$ cat config.mk
export PLATFORM = sky130hd
export DESIGN_NAME = plasticity_row_scheduler
export DESIGN_NICKNAME = d
export VERILOG_FILES = /design/src/rtl/plasticity_pkg.sv /design/src/rtl/plast_req_fifo.sv /design/src/rtl/plasticity_row_scheduler.sv
export SDC_FILE = /design/constraint.sdc
export NUM_CORES = 1
export LEC_CHECK = 0
export CELL_PAD_IN_SITES_DETAIL_PLACEMENT = 0
export CELL_PAD_IN_SITES_GLOBAL_PLACEMENT = 1
export CORE_MARGIN = 2
export CORE_UTILIZATION = 40
export CTS_CLUSTER_SIZE = 12
export DETAILED_ROUTE_END_ITERATION = 10
export PLACE_DENSITY_LB_ADDON = 0.05
export SLEW_MARGIN = 30
export SYNTH_ARGS = -nofsm -noshare
export SYNTH_HDL_FRONTEND = slang
export SYNTH_HIERARCHICAL = 1
export SYNTH_SLANG_ARGS = --single-unit
$ cat constraint.sdc
create_clock -name clk -period 4.1 [get_ports clk]
set_input_delay 0.82 -clock clk [delete_from_list [all_inputs] [get_ports clk]]
set_output_delay 0.82 -clock clk [all_outputs]
set_load 0.02 [all_outputs]
$ cat src/rtl/plasticity_pkg.sv
// Shared types for the plasticity row scheduler: reward type, queued request
// record and scheduler FSM state encoding.
package plasticity_pkg;

  localparam int MAX_ROW_W = 16;

  typedef logic signed [7:0] reward_t;

  typedef struct packed {
    logic [MAX_ROW_W-1:0] row;
    reward_t              reward;
  } sched_req_t;

  typedef enum logic [1:0] {
    S_IDLE,
    S_START,
    S_WAIT
  } sched_state_t;

endpackage

$ cat src/rtl/plast_req_fifo.sv
// Synchronous request FIFO with occupancy output; the head entry is readable
// whenever the level is non-zero, and push/pop may coincide.
module plast_req_fifo
  import plasticity_pkg::*;
#(
  parameter int DEPTH = 8,
  localparam int LVL_W = $clog2(DEPTH) + 1
) (
  input  logic             clk,
  input  logic             rst,
  input  logic             i_push,
  input  sched_req_t       i_data,
  input  logic             i_pop,
  output sched_req_t       o_data,
  output logic [LVL_W-1:0] o_level
);

  localparam int AW = $clog2(DEPTH);

  sched_req_t       mem_q [DEPTH];
  sched_req_t       mem_d [DEPTH];
  logic [AW-1:0]    wr_ptr_q, wr_ptr_d;
  logic [AW-1:0]    rd_ptr_q, rd_ptr_d;
  logic [LVL_W-1:0] level_q, level_d;
  logic             do_push, do_pop;

  // Overflow/underflow are refused here too, so a misbehaving caller cannot corrupt pointers.
  always_comb begin
    do_push  = i_push && (level_q != LVL_W'(DEPTH));
    do_pop   = i_pop && (level_q != '0);
    mem_d    = mem_q;
    wr_ptr_d = wr_ptr_q;
    rd_ptr_d = rd_ptr_q;
    level_d  = level_q;
    if (do_push) begin
      mem_d[wr_ptr_q] = i_data;
      wr_ptr_d        = wr_ptr_q + 1'b1;
    end
    if (do_pop) begin
      rd_ptr_d = rd_ptr_q + 1'b1;
    end
    if (do_push && !do_pop) begin
      level_d = level_q + 1'b1;
    end else if (!do_push && do_pop) begin
      level_d = level_q - 1'b1;
    end
  end

  always_ff @(posedge clk) begin
    if (rst) begin
      mem_q    <= '{default: '0};
      wr_ptr_q <= '0;
      rd_ptr_q <= '0;
      level_q  <= '0;
    end else begin
      mem_q    <= mem_d;
      wr_ptr_q <= wr_ptr_d;
      rd_ptr_q <= rd_ptr_d;
      level_q  <= level_d;
    end
  end

  assign o_data  = mem_q[rd_ptr_q];
  assign o_level = level_q;

endmodule

$ cat src/rtl/plasticity_row_scheduler.sv
// Round-robin collects reward-modulated row requests into a FIFO and issues them
// one at a time to the row engine with a watchdog. PLAST_SCHED_STATS_EN adds counters.
module plasticity_row_scheduler
  import plasticity_pkg::*;
#(
  parameter int NUM_REQ     = 4,
  parameter int ROW_W       = 10,
  parameter int FIFO_DEPTH  = 8,
  parameter int TIMEOUT_CYC = 4096
) (
  input  logic                          clk,
  input  logic                          rst,
  input  logic                          i_enable,
  input  logic [NUM_REQ-1:0]            i_req_valid,
  output logic [NUM_REQ-1:0]            o_req_ready,
  input  logic [NUM_REQ*ROW_W-1:0]      i_req_row,
  input  logic [NUM_REQ*8-1:0]          i_req_reward,
  output logic                          o_eng_start,
  output reward_t                       o_eng_reward,
  output logic [ROW_W-1:0]              o_eng_row,
  input  logic                          i_eng_busy,
  input  logic                          i_eng_done,
  output logic                          o_busy,
  output logic                          o_row_done,
  output logic                          o_timeout,
  output logic [$clog2(FIFO_DEPTH):0]   o_level
`ifdef PLAST_SCHED_STATS_EN
  ,
  output logic [15:0]                   o_cnt_issued,
  output logic [15:0]                   o_cnt_zero_drop,
  output logic [15:0]                   o_cnt_timeout
`endif
);

  localparam int LVL_W = $clog2(FIFO_DEPTH) + 1;
  localparam int PTR_W = $clog2(NUM_REQ);
  localparam int WD_W  = $clog2(TIMEOUT_CYC) + 1;

  sched_state_t     state_q, state_d;
  logic [PTR_W-1:0] rr_ptr_q, rr_ptr_d;
  logic [WD_W-1:0]  watchdog_q, watchdog_d;
  logic [ROW_W-1:0] eng_row_q, eng_row_d;
  reward_t          eng_reward_q, eng_reward_d;
  logic             eng_start_q, eng_start_d;
  logic             row_done_q, row_done_d;
  logic             timeout_q, timeout_d;

  logic [LVL_W-1:0] fifo_level;
  sched_req_t       fifo_head, push_data;
  logic             push, pop, can_accept, grant_found;
  logic [PTR_W-1:0] grant_idx, cand;
  logic [ROW_W-1:0] grant_row;
  reward_t          grant_reward;

  plast_req_fifo #(.DEPTH(FIFO_DEPTH)) u_fifo (
    .clk    (clk),
    .rst    (rst),
    .i_push (push),
    .i_data (push_data),
    .i_pop  (pop),
    .o_data (fifo_head),
    .o_level(fifo_level)
  );

  // Grant is withheld while full even if a pop is happening, which keeps the FIFO free of same-cycle races.
  always_comb begin
    can_accept  = !rst && (fifo_level < LVL_W'(FIFO_DEPTH));
    grant_found = 1'b0;
    grant_idx   = '0;
    cand        = '0;
    o_req_ready = '0;
    for (int i = 0; i < NUM_REQ; i++) begin
      cand = PTR_W'((int'(rr_ptr_q) + i) % NUM_REQ);
      if (can_accept && !grant_found && i_req_valid[cand]) begin
        grant_found = 1'b1;
        grant_idx   = cand;
      end
    end
    o_req_ready[grant_idx] = grant_found;
    grant_row    = i_req_row[int'(grant_idx)*ROW_W +: ROW_W];
    grant_reward = i_req_reward[int'(grant_idx)*8 +: 8];
    // Zero-reward requests are acknowledged but dropped: the engine would ignore them anyway.
    push             = grant_found && (grant_reward != '0);
    push_data.row    = MAX_ROW_W'(grant_row);
    push_data.reward = grant_reward;
    rr_ptr_d         = rr_ptr_q;
    if (grant_found) begin
      rr_ptr_d = (grant_idx == PTR_W'(NUM_REQ - 1)) ? '0 : grant_idx + 1'b1;
    end
  end

  always_comb begin
    state_d      = state_q;
    watchdog_d   = watchdog_q;
    eng_row_d    = eng_row_q;
    eng_reward_d = eng_reward_q;
    eng_start_d  = 1'b0;
    row_done_d   = 1'b0;
    timeout_d    = 1'b0;
    pop          = 1'b0;
    unique case (state_q)
      S_IDLE: begin
        if (i_enable && (fifo_level != '0) && !i_eng_busy) begin
          pop          = 1'b1;
          eng_row_d    = ROW_W'(fifo_head.row);
          eng_reward_d = fifo_head.reward;
          eng_start_d  = 1'b1;
          watchdog_d   = '0;
          state_d      = S_START;
        end
      end
      S_START: state_d = S_WAIT;
      S_WAIT: begin
        watchdog_d = watchdog_q + 1'b1;
        if (i_eng_done) begin
          row_done_d = 1'b1;
          state_d    = S_IDLE;
        end else if (watchdog_q == WD_W'(TIMEOUT_CYC - 1)) begin
          timeout_d = 1'b1;
          state_d   = S_IDLE;
        end
      end
      default: state_d = S_IDLE;
    endcase
  end

  always_ff @(posedge clk) begin
    if (rst) begin
      state_q      <= S_IDLE;
      rr_ptr_q     <= '0;
      watchdog_q   <= '0;
      eng_row_q    <= '0;
      eng_reward_q <= '0;
      eng_start_q  <= 1'b0;
      row_done_q   <= 1'b0;
      timeout_q    <= 1'b0;
    end else begin
      state_q      <= state_d;
      rr_ptr_q     <= rr_ptr_d;
      watchdog_q   <= watchdog_d;
      eng_row_q    <= eng_row_d;
      eng_reward_q <= eng_reward_d;
      eng_start_q  <= eng_start_d;
      row_done_q   <= row_done_d;
      timeout_q    <= timeout_d;
    end
  end

  assign o_eng_start  = eng_start_q;
  assign o_eng_row    = eng_row_q;
  assign o_eng_reward = eng_reward_q;
  assign o_row_done   = row_done_q;
  assign o_timeout    = timeout_q;
  assign o_level      = fifo_level;
  assign o_busy       = (fifo_level != '0) || (state_q != S_IDLE);

`ifdef PLAST_SCHED_STATS_EN
  logic [15:0] cnt_issued_q, cnt_issued_d;
  logic [15:0] cnt_zero_drop_q, cnt_zero_drop_d;
  logic [15:0] cnt_timeout_q, cnt_timeout_d;

  // Saturating event counters.
  always_comb begin
    cnt_issued_d    = cnt_issued_q;
    cnt_zero_drop_d = cnt_zero_drop_q;
    cnt_timeout_d   = cnt_timeout_q;
    if (pop && (cnt_issued_q != 16'hFFFF)) cnt_issued_d = cnt_issued_q + 16'd1;
    if (grant_found && (grant_reward == '0) && (cnt_zero_drop_q != 16'hFFFF))
      cnt_zero_drop_d = cnt_zero_drop_q + 16'd1;
    if (timeout_d && (cnt_timeout_q != 16'hFFFF)) cnt_timeout_d = cnt_timeout_q + 16'd1;
  end

  always_ff @(posedge clk) begin
    if (rst) begin
      cnt_issued_q    <= '0;
      cnt_zero_drop_q <= '0;
      cnt_timeout_q   <= '0;
    end else begin
      cnt_issued_q    <= cnt_issued_d;
      cnt_zero_drop_q <= cnt_zero_drop_d;
      cnt_timeout_q   <= cnt_timeout_d;
    end
  end

  assign o_cnt_issued    = cnt_issued_q;
  assign o_cnt_zero_drop = cnt_zero_drop_q;
  assign o_cnt_timeout   = cnt_timeout_q;
`endif

endmodule

==> impl_results.md <==
- H-Tree Depth: 4
- WP data required: roughly 4.4 ns
- Synth Warn #: 6
- DRT antenna net count: 0
- Final Core Density: 0.516
- RSZ-0062 raised after global routing: no
- Input/output buffers: between 100 and 150
- R2r worst-path depth: 17
- # hold bufs at CTS: 0
- Worst Hold Path EP: u_fifo/mem_q[40]
- Inserted Clock Buffers: 17
- Sink Count: 192
- Commonest non-fill, non-tap cell in the layout: nand2_1
- Internal power: between 0.003 and 0.004 W
- Reg2reg setup slack: about 0.41 ns
- Comb pwr share: 0.305
- Die ar.: 24600 µm²
- Hold Slack: 0.452 ns
- PwrDens: ~460 nW/µm²
- Final setup violation count: 0
- Sw Pwr: about 0.0018 W
- Largest net degree at the start of global routing: 80
- Syn_area_per_cell: 8.88 µm²
- 1st-iter DRT viols: between 400 and 500
- Run status: finished clean
- FF-to-FF Start: rr_ptr_q[1]
- CP endpoint kind: flop
- Worst R2R End: u_fifo/o_level[3]
- Nets: about 1200
- Gpl congestion: ~0.76
- P_leak: 4.16 nW
- Clock Skew: 0.00963 ns
- TNS Setup: 0 ns
- CP Launch Type: input pin
- Hold Crit Start: u_fifo/mem_q[40]
- Slew Limit Fails: 0
- Final period util: 0.953
- Area grow syn2layout: 25.8%
- DR WL/cell: between 15 and 20 µm
- Hold crit path type: flop to flop
- Vias in the first global route: 7228
- Commonest cells after routing, fill and taps aside: 290 x nand2_1, 190 x dfxtp_1, 158 x a21oi_1, 105 x clkdlybuf4s50_1, 61 x buf_4
- Critical path class: input pin to flop
- Rel. slew slack: 0.362
- First-pass GRT wire length: between 40000 and 50000 µm
- Vias per cell: 5.04
- Final WL: 25200 µm
- Fin area: ~12000 µm²
- Row count: 55
- Synthesized area: 9340 µm²
- Hold depth: 2
- Proportion of layout cells with a drive suffix above 1: 0.205
- Initial antenna violation count: 0
- CTS clk-pin slew, worst paths: approximately 0.07 ns
- Worst VDD drop: 0.199 mV
- Number of diodes: 0
- Tmin final: a little under 4 ns
- Top-Level Pins: ~110
- Cell area after placement: about 11000 µm²
- FILL cells: ~2200
- Clock buffer depth: 2
- Sequential share of power: 0.390
- Clk pwr share: 0.305
- Die Wd: 157 µm
- Die Y: around 160 µm
- Overall routing resource usage: 0.214
- Max_cap viols: 0
- Switching share of power: 0.329
- Fmax: ~0.26 GHz
- Final Hold Viols: 0
- Via count: between 7000 and 8000
- Max FO, Critical Path: 6
- Total power: about 0.0054 W
- Core footprint: around 23000 µm²
- Hpwl dp: roughly 17000 µm
- Net Count, Synth: 1143
- Starting density of the core: 0.410
- Clock insertion delay at the later pin of the skew report: ~0.43 ns
- Clk Tree Root Cell: clkbuf_16
- Detailed Routing Iterations Pass 1: 4
- # DRC: 0
- TritonCTS clock tree: built
- Worst Path Arrival: 4.23 ns
- Syn Inst Count: about 1100
- Slew @ Worst Pin: 0.953 ns
- Grt ovf: 0
==> flip-flops by register name (all words and copies together), names as in the netlist <==
| register | cells |
|---|---|
| watchdog_q | 13 |
| u_fifo/rd_ptr_q | 3 |
| u_fifo/wr_ptr_q | 3 |
| o_timeout | 1 |
| state_q | 2 |
| rr_ptr_q | 2 |
| o_eng_start | 1 |
| u_fifo/o_level | 4 |
| u_fifo/mem_q | 144 |
| o_eng_row | 10 |
| o_eng_reward | 8 |
| o_row_done | 1 |
==> cell type report <==
cell class	instances	area (µm²)	share of cell area
Tap cell	313	392	0.0333
Clock inverter	14	149	0.0127
Multi-Input combinational cell	739	4910	0.418
Timing Repair Buffer	193	1980	0.169
Clock buffer	18	439	0.0374
Inverter	8	32.5	0.00277
Sequential cell	192	3850	0.327
==> what timing repair did <==
item,in CTS,in global routing
gates resized for setup,8,12
endpoints found under the setup margin,5,1
pin swaps,4,5
setup buffers,3,2
==> stage by stage <==
| stage | worst slack (ns) | std cells |
|---|---|---|
| 2_1_floorplan | 0.0390 | 1051 |
| 3_3_place_gp | -0.622 | 1439 |
| 3_5_place_dp | -0.683 | 1440 |
| 4_1_cts | 0.00621 | 1475 |
| 5_1_grt | 0.0307 | 1477 |
| 6_report | 0.194 | 1477 |
==> metal layers <==
| metal | routed length [µm] | GRT usage | up-vias |
|---|---|---|---|
| li1 | - | - | 3746 |
| met1 | 12100 | 0.301 | 3516 |
| met2 | 11800 | 0.348 | 175 |
| met3 | 1090 | 0.0343 | 14 |
| met4 | 186 | 0.0476 | 0 |
| met5 | 0 | 0 | - |
==> power groups by stage <==
stage	Clock (W)	Sequential (W)	Combinational [W]
after floorplan	0	0.00213	0.00102
after global placement	0	0.00216	0.00160
after detailed placement	0	0.00216	0.00162
after CTS	0.00171	0.00212	0.00164
after global routing	0.00178	0.00214	0.00182
final	0.00166	0.00212	0.00166
==> worst max-delay path by stage <==
stage | end | cells past startpoint | slack [ns] | start
after floorplan | u_fifo/o_level[3] | 16 | 0.04 | i_req_valid[0]
after global placement | u_fifo/o_level[3] | 17 | -0.62 | i_req_valid[0]
after detailed placement | u_fifo/o_level[3] | 17 | -0.68 | i_req_valid[0]
after CTS | u_fifo/o_level[3] | 17 | 0.006 | i_req_valid[3]
after global routing | u_fifo/o_level[3] | 18 | 0.03 | i_req_valid[1]
final | u_fifo/o_level[3] | 18 | 0.19 | i_req_valid[1]
==> critical path, stage by stage <==
cell             delay [ns]
clkdlybuf4s15_1        0.23
nor2_2                 0.17
a21oi_2                0.09
a311oi_4               0.33
buf_12                 0.16
buf_6                  0.11
mux4_2                 0.54
nor4_4                 0.32
a21boi_2               0.11
nand2_1                0.09
inv_1                  0.05
ha_2                   0.20
inv_4                  0.07
ha_4                   0.20
a21oi_4                0.14
a211oi_2               0.09
a31oi_1                0.17
mux2_2                 0.35
No activity file was read; power rests on OpenSTA's default activity.
